`config.mk`:
```
export PLATFORM = sky130hd
export DESIGN_NAME = spec_peak_scan_ctrl
export DESIGN_NICKNAME = d
export VERILOG_FILES = /design/src/rtl/spec_peak_scan_ctrl.sv
export SDC_FILE = /design/constraint.sdc
export NUM_CORES = 1
export LEC_CHECK = 0
export BUFFER_PORTS_ARGS = -buffer_cell sky130_fd_sc_hd__buf_2
export CORE_MARGIN = 2
export CORE_UTILIZATION = 30
export DETAILED_ROUTE_END_ITERATION = 7
export PLACE_DENSITY_LB_ADDON = 0.25
export SLEW_MARGIN = 30
export SYNTH_ARGS = -nofsm -noshare
export SYNTH_HDL_FRONTEND = slang
export SYNTH_SLANG_ARGS = --single-unit
```
`constraint.sdc`:
```
create_clock -name clk_i -period 3.8 [get_ports clk_i]
set_input_delay 0.19 -clock clk_i [delete_from_list [all_inputs] [get_ports clk_i]]
set_output_delay 0.19 -clock clk_i [all_outputs]
set_load 0.02 [all_outputs]
```
`src/rtl/spec_peak_scan_ctrl.sv`:
```
// Spectrum RAM read sequencer: one linear sweep over the single-sided bins,
// tracking the two strongest peaks that are at least MIN_SEP bins apart.
module spec_peak_scan_ctrl #(
  parameter int END_BIN   = 2048,
  parameter int START_BIN = 5,
  parameter int MIN_SEP   = 8,
  parameter int RD_LAT    = 2
) (
  input  logic        clk_i,
  input  logic        rst_ni,
  input  logic        wr_done_i,
  output logic        rd_en_o,
  output logic [11:0] rd_addr_o,
  input  logic [15:0] rd_data_i,
  output logic [11:0] peak1_addr_o,
  output logic [15:0] peak1_amp_o,
  output logic [11:0] peak2_addr_o,
  output logic [15:0] peak2_amp_o,
  output logic        busy_o,
  output logic        sep_done_o
);

  typedef enum logic [1:0] {IDLE, READ, DRAIN, DONE} state_e;

  state_e      state_q;
  logic        wr_done_q, rd_en_q, busy_q, sep_done_q;
  logic [11:0] rd_addr_q;
  logic [11:0] addr1_q, addr2_q, addr1_d, addr2_d;
  logic [15:0] amp1_q, amp2_q, amp1_d, amp2_d;
  logic [11:0] p1a_q, p2a_q;
  logic [15:0] p1v_q, p2v_q;

  // Stage i holds the valid/bin tag of the address issued i cycles ago;
  // stage RD_LAT lines up with rd_data_i.
  logic [RD_LAT:1]       vld_pipe;
  logic [RD_LAT:1][11:0] tag_pipe;

  logic [11:0] smp_bin, bin_dist;
  logic        sep_ok, inflight;

  assign smp_bin  = tag_pipe[RD_LAT];
  assign bin_dist = smp_bin - addr1_q;
  assign sep_ok   = bin_dist >= 12'(MIN_SEP);

  always_comb begin
    amp1_d  = amp1_q;
    addr1_d = addr1_q;
    amp2_d  = amp2_q;
    addr2_d = addr2_q;
    if (vld_pipe[RD_LAT]) begin
      if (rd_data_i > amp1_q) begin
        if (sep_ok || amp1_q == 16'd0) begin
          amp2_d  = amp1_q;
          addr2_d = addr1_q;
        end
        amp1_d  = rd_data_i;
        addr1_d = smp_bin;
      end else if (rd_data_i > amp2_q && sep_ok) begin
        amp2_d  = rd_data_i;
        addr2_d = smp_bin;
      end
    end
  end

  // Anything still ahead of the final stage means more samples to come.
  always_comb begin
    inflight = rd_en_q;
    for (int i = 1; i < RD_LAT; i++) inflight = inflight | vld_pipe[i];
  end

  always_ff @(posedge clk_i or negedge rst_ni) begin
    if (!rst_ni) begin
      state_q    <= IDLE;
      wr_done_q  <= 1'b0;
      rd_en_q    <= 1'b0;
      rd_addr_q  <= '0;
      busy_q     <= 1'b0;
      sep_done_q <= 1'b0;
      vld_pipe   <= '0;
      tag_pipe   <= '0;
      amp1_q     <= '0;
      addr1_q    <= '0;
      amp2_q     <= '0;
      addr2_q    <= '0;
      p1a_q      <= '0;
      p1v_q      <= '0;
      p2a_q      <= '0;
      p2v_q      <= '0;
    end else begin
      wr_done_q <= wr_done_i;
      for (int i = RD_LAT; i > 1; i--) begin
        vld_pipe[i] <= vld_pipe[i-1];
        tag_pipe[i] <= tag_pipe[i-1];
      end
      vld_pipe[1] <= rd_en_q;
      tag_pipe[1] <= rd_addr_q;
      amp1_q  <= amp1_d;
      addr1_q <= addr1_d;
      amp2_q  <= amp2_d;
      addr2_q <= addr2_d;
      case (state_q)
        IDLE: if (wr_done_i && !wr_done_q) state_q <= READ;
        READ, DRAIN: begin
          if (!wr_done_i) begin
            // Write side withdrew the spectrum: drop everything in flight.
            state_q  <= IDLE;
            rd_en_q  <= 1'b0;
            busy_q   <= 1'b0;
            vld_pipe <= '0;
            amp1_q   <= '0;
            addr1_q  <= '0;
            amp2_q   <= '0;
            addr2_q  <= '0;
          end else if (state_q == READ) begin
            if (!rd_en_q) begin
              rd_en_q   <= 1'b1;
              rd_addr_q <= 12'(START_BIN);
              busy_q    <= 1'b1;
            end else if (rd_addr_q == 12'(END_BIN - 1)) begin
              rd_en_q <= 1'b0;
              state_q <= DRAIN;
            end else begin
              rd_addr_q <= rd_addr_q + 12'd1;
            end
          end else if (!inflight) begin
            // Last sample is being folded in this edge, so publish the _d view.
            state_q    <= DONE;
            p1a_q      <= addr1_d;
            p1v_q      <= amp1_d;
            p2a_q      <= addr2_d;
            p2v_q      <= amp2_d;
            sep_done_q <= 1'b1;
            busy_q     <= 1'b0;
          end
        end
        default: ;
      endcase
    end
  end

  assign rd_en_o      = rd_en_q;
  assign rd_addr_o    = rd_addr_q;
  assign peak1_addr_o = p1a_q;
  assign peak1_amp_o  = p1v_q;
  assign peak2_addr_o = p2a_q;
  assign peak2_amp_o  = p2v_q;
  assign busy_o       = busy_q;
  assign sep_done_o   = sep_done_q;

endmodule

```
# [After elaboration in Yosys (flattened, before gate mapping)]
# Cells that the tools add are included.
[totals] reg_bits=156 out_inout_bits=71
[op_classes] n_reduce_logical=13 n_mux=39 eq_ne=11 n_bitwise=3 magnitude_cmp=3 n_addsub=2
[ops] operator="16-bit 2-to-1 mux" count=10
[ops] operator="12-bit 2-to-1 mux" count=12
[ops] operator="16-bit greater-than comparator" count=2
[ops] operator="16-bit logical NOT" count=1
[ops] operator="2-bit 2-to-1 mux" count=8
[ops] operator="12-bit by 1-bit adder with 12-bit output, second input constant" count=1
[ops] operator="12-bit by 11-bit equality test with 1-bit output, second input constant" count=1
[ops] operator="12-bit by 4-bit greater-or-equal comparator with 1-bit output, second input constant" count=1
[ops] operator="4-bit inequality test, second input constant" count=3
[ops] operator="12-bit subtractor" count=1
[ops] operator="1-bit 2-to-1 mux" count=8
[ops] operator="4-bit AND reduction" count=2
[ops] operator="5-bit AND reduction" count=1
[ops] operator="2-bit inequality test, second input constant" count=2
[ops] operator="2-bit one-hot mux with 2 select lines" count=1
[ops] operator="3-bit by 2-bit inequality test with 1-bit output, second input constant" count=1
[ops] operator="3-bit inequality test, second input constant" count=1
[ops] operator="3-bit AND reduction" count=1
[ops] operator="2-bit by 1-bit equality test with 1-bit output, second input constant" count=1
[ops] operator="2-bit equality test, second input constant" count=1
[ops] operator="1-bit logical AND" count=2
[ops] operator="2-bit logical NOT" count=1
[ops] operator="2-bit by 1-bit inequality test with 1-bit output, second input constant" count=1
[ops] operator="1-bit NOT" count=2
[ops] operator="other kinds (6)" count=6

# [Logic depth before layout (Yosys ltp)]
[logic_depth] ltp_word=8 mapped_depth=14 ltp_nobuf=12

# [Worst setup path before layout]
# Ideal clock, no wire load.
[synth_timing] kind="register to register" start="register tag_pipe, in the netlist smp_bin[0]" end="register p2v_q[10] (netlist: peak2_amp_o[10])" synth_period_minus_slack_ps=2825 slack_ps=975 required_time_ps=3717 path_stages_with_launch=15 arrival_ps=2741 n_path_buf=2 cell_sequence="dfrtp_1 > inv_1 > ha_1 > inv_1 > fa_1 > a21o_1 > a221oi_2 > o221ai_1 > xnor2_1 > and4_1 > and2_1 > buf_4 > buf_4 > o221a_2 > o211ai_2"
[synth_between] elab_chain_len=6
[synth_rtl] item="start, declared" line="36" rtl="logic [RD_LAT:1][11:0] tag_pipe;"
[synth_rtl] item="start signal, assigned by index" line="93" rtl="tag_pipe[i] <= tag_pipe[i-1];"
[synth_rtl] item="12-bit subtractor *" line="42" rtl="assign bin_dist = smp_bin - addr1_q;"
[synth_rtl] item="12-bit by 4-bit greater-or-equal comparator with 1-bit output *" line="43" rtl="assign sep_ok = bin_dist >= 12'(MIN_SEP);"
[synth_rtl] item="1-bit logical AND or 1-bit logical OR (tied branches)" line="58, 52"
[synth_rtl] item="16-bit 2-to-1 mux (on tied branches)" line="58, 52"
[synth_rtl] item="16-bit 2-to-1 mux *" line="51" rtl="if (rd_data_i > amp1_q) begin"
[synth_rtl] item="16-bit 2-to-1 mux *" line="50" rtl="if (vld_pipe[RD_LAT]) begin"
[synth_rtl] item="end signal, assigned" line="131" rtl="p2v_q <= amp2_d;"
[synth_rtl] item="end, declared" line="31" rtl="logic [15:0] p1v_q, p2v_q;"
# Every way passes the cells marked *; elsewhere a longest branch is shown, timed or not.
# A chain may end at the register's enable or synchronous reset.

# [Worst setup path in the final report]
[layout_timing] start="register tag_pipe, in the netlist smp_bin[0]" end="register p2a_q[10] (netlist: peak2_addr_o[10])"
[layout_between] elab_chain_len=6
[layout_rtl] item="12-bit subtractor *" line="42"
[layout_rtl] item="12-bit by 4-bit greater-or-equal comparator with 1-bit output *" line="43"
[layout_rtl] item="1-bit logical AND or 1-bit logical OR (tied branches)" line="58, 52"
[layout_rtl] item="12-bit 2-to-1 mux (on tied branches)" line="58, 52"
[layout_rtl] item="12-bit 2-to-1 mux *" line="51"
[layout_rtl] item="12-bit 2-to-1 mux *" line="50"
[layout_rtl] item="end signal, assigned" line="130" rtl="p2a_q <= addr2_d;"
[layout_rtl] item="end, declared" line="30" rtl="logic [11:0] p1a_q, p2a_q;"
# Marked as above.

==> flow_metrics.env <==
export IMPL_fmax_mhz=309
export IMPL_critPathTopFamily="compound AO/OA/AOI/OAI gates"
export IMPL_synthTopCellsByCount="dfrtp_1, nand2_1, nand4_1"
export IMPL_ys_seq_elements=156
export IMPL_critPathKind="reg2reg"
export IMPL_cts_tree="done"
export IMPL_synthArstFlopShare=1.00
export IMPL_worst_slew_pin_slew_ns=0.887
export IMPL_worstHoldPathCells=3
export IMPL_synth_cells=876
export IMPL_n_fill_cell=2894
export IMPL_synth_top_area_cell="dfrtp_1"
export IMPL_grt_max_degree=92
export IMPL_cts_resized_gates=0
export IMPL_first_global_vias=7022
export IMPL_place_ws_ns=0.620
export IMPL_start_util=0.305
export IMPL_die_x_microns=172
export IMPL_routed_wl_microns=25200
export IMPL_clk_latency_ns=0.43
export IMPL_hp_class="in2reg"
export IMPL_place_congestion=0.860
export IMPL_yosysUniqueCellTypes=62
export IMPL_crit_path_end_kind="register"
export IMPL_powerDensity_nw_per_um2=743
export IMPL_hold_viol=0
export IMPL_yosysWarnings=0
export IMPL_drive_above_1_share=0.212
export IMPL_dp_hpwl_microns=16900
export IMPL_finalCritPeriodShare=0.852
export IMPL_leakage_nw=4.71
export IMPL_holdPathEnd="amp1_q[0]"
export IMPL_drt_pass1_iter_count=4
export IMPL_ant_nets=0
export IMPL_path_cells="inv_1 -> ha_1 -> inv_1 -> fa_1 -> a21o_1 -> a221oi_2 -> o221ai_1 -> xnor2_1 -> nand3_1 -> o211ai_4 -> buf_4 -> o221a_2 -> o211ai_1"
export IMPL_synth_area_leaders="dfrtp_1, ha_1, nand4_1, nand2_1, o221a_2"
export IMPL_port_buffers=89
export IMPL_areaGrowthSynthToFinish_pct=17.9
export IMPL_pin_count=90
export IMPL_netlist_area_sq_um=8470
export IMPL_r2r_start="smp_bin[0]"
export IMPL_required_ns=4.10
export IMPL_synth_area_per_cell_sq_um=9.67
export IMPL_status="finished, final reports clean"
export IMPL_synthFlopType="dfrtp_1"
export IMPL_synth_top_cell_area_share=0.461
export IMPL_ir_drop_mv=0.408
export IMPL_ff2ff_path_depth=13
export IMPL_cts_buffer_depth=2
export IMPL_grtUsageTotal=0.178
export IMPL_finClkSkew_ns=0.0118
export IMPL_crit_top_cell="inv_1"
export IMPL_cts_root_buf="clkbuf_16"
export IMPL_die_h_microns=172
export IMPL_ys_seq_area_frac=0.461
export IMPL_grt_overflow_total=0
export IMPL_slew_headroom=0.409
export IMPL_routedWlPerCell_microns=18.9
export IMPL_arrival_ns=3.53
export IMPL_regToRegSetupSlack_ns=0.56
export IMPL_cp_start_kind="register"
export IMPL_fin_nets=1013
export IMPL_antenna_cells=0
export IMPL_hold_ws_ns=0.101
export IMPL_tns_ns=0
export IMPL_coreArea_sq_um=27800
export IMPL_worstHoldStart="rd_data_i[0]"
export IMPL_antenna_found_initial=0
export IMPL_drt_iter0_markers=510
export IMPL_worstPathMaxFanout=28
export IMPL_rsz0062_at_grt="false"
export IMPL_htree_levels=4
export IMPL_maxCapViolCount=0
export IMPL_placementRows=61
export IMPL_min_period_ns=3.24
export IMPL_dieArea_sq_um=29600
export IMPL_synth_most_common_cell="dfrtp_1"
export IMPL_setup_slack_ns=0.561
export IMPL_cts_sinks=156
export IMPL_drt_drc_violations_left=0
export IMPL_slowest_stage="buf_4"
export IMPL_vias=6996
export IMPL_path_buf_inv=3
export IMPL_viasPerCell=5.23
export IMPL_synth_nets=943
export IMPL_max_stage_delay_ns=0.40
export IMPL_cts_clk_slew_worst_paths_ns=0.06
export IMPL_finalSetupViolCount=0
export IMPL_synth_edff_count=0
export IMPL_grt_first_pass_wirelength_microns=40400
export IMPL_r2r_end="peak2_addr_o[10]"
export IMPL_finalMaxSlewViolations=0
export IMPL_numCtsBuffers=17
-- state kept, by name, indices dropped and copies added (netlist names) --
register	flops
vld_pipe	2
peak1_addr_o	12
addr2_q	12
rd_en_o	1
sep_done_o	1
wr_done_q	1
peak2_addr_o	12
amp2_q	16
addr1_q	12
tag_pipe	12
amp1_q	16
busy_o	1
smp_bin	12
peak2_amp_o	16
rd_addr_o	12
peak1_amp_o	16
state_q	2
-- worst reg2reg max path: stages (launching register included) --
cell	delay, ns
dfrtp_1	0.37
inv_1	0.07
ha_1	0.15
inv_1	0.05
fa_1	0.39
a21o_1	0.20
a221oi_2	0.31
o221ai_1	0.17
xnor2_1	0.19
nand3_1	0.21
o211ai_4	0.20
buf_4	0.40
o221a_2	0.28
o211ai_1	0.10
-- cell usage in the layout (no fill, tap or decap), types with 3 or more instances in the layout --
cell       netlist  final
a211oi_1         4      4
a21o_1           9      9
a21oi_1         19     19
a22o_1           3      3
and2_1           6      5
buf_2           12     88
buf_4            7     17
bufinv_16        0      4
clkbuf_16        0     17
clkinv_4         0      4
dfrtp_1        156    156
ha_1            47     47
inv_1           80     80
mux2i_1         29     29
nand2_1        107    106
nand2b_1         4      4
nand3_1         14     14
nand4_1         93     93
nor2_1          52     51
nor2b_1          3      3
nor3_1           4      4
nor4_1           7      6
o211ai_1        10     10
o211ai_2        21     20
o21ai_0         39     39
o21ai_1         32     32
o221a_2         27     27
xnor2_1          6      6
xor2_1           7      7
-- how the worst max path moves through the flow --
stage	endpoint	depth (start not counted)	slack [ns]	from
floorplan	peak2_amp_o[10]	14	0.98	smp_bin[0]
global placement	peak1_addr_o[6]	11	0.64	amp1_q[4]
detailed placement	peak2_amp_o[4]	13	0.62	smp_bin[0]
CTS	peak2_addr_o[10]	13	0.60	smp_bin[0]
global route	addr2_q[10]	13	0.31	smp_bin[0]
finish	peak2_addr_o[10]	13	0.56	smp_bin[0]
-- stage by stage --
step	util	power [W]	instance area [sq um]	std cells
after global routing	0.360	0.00790	9990	1337
final	0.360	0.00742	9990	1337
after global placement	0.335	0.00557	9310	1302
after detailed placement	0.335	0.00559	9310	1302
after floorplan	-	0.00454	8470	876
after CTS	0.359	0.00745	9960	1336
-- power breakdown --
group	switching [W]	internal (W)
combinational	0.00227	0.00101
clock	0.000713	0.00112
sequential	0.000303	0.00200
-- final cells by class --
class / count / area, sq um / share of cell area
repair buffers: 111 / 667 / 0.0668
multi-input cells: 580 / 4010 / 0.402
clock buffers: 19 / 443 / 0.0443
well taps: 378 / 473 / 0.0473
clock inverters: 13 / 191 / 0.0192
inverters: 80 / 300 / 0.0301
flip-flops and latches: 156 / 3900 / 0.391
-- logic make-up (layout without fill, tap and decap cells) --
| group | Yosys count | in the layout | synth area share |
|---|---|---|---|
| and+or+nand+nor | 302 | 302 | 0.176 |
| buffers and inverters | 140 | 223 | 0.0688 |
| adders and majority gates | 48 | 48 | 0.0718 |
| AOI/OAI and AO/OA | 188 | 188 | 0.175 |
| DFF | 156 | 156 | 0.461 |
| muxes | 29 | 29 | 0.0343 |
| xor gates and xnor gates | 13 | 13 | 0.0134 |
-- layer usage --
metal	vias up	global-route usage	share of wire
met5	-	0	0
met4	0	0.0694	0.032
met3	42	0.0320	0.042
met2	188	0.297	0.48
met1	3472	0.230	0.45
li1	3294	-	-
-- what timing repair did --
action | in CTS | in global routing
hold buffers | 2 | 0
hold endpoints to repair | 89 | 0
setup buffers | 0 | 0
(Power assumes the default switching activity.)
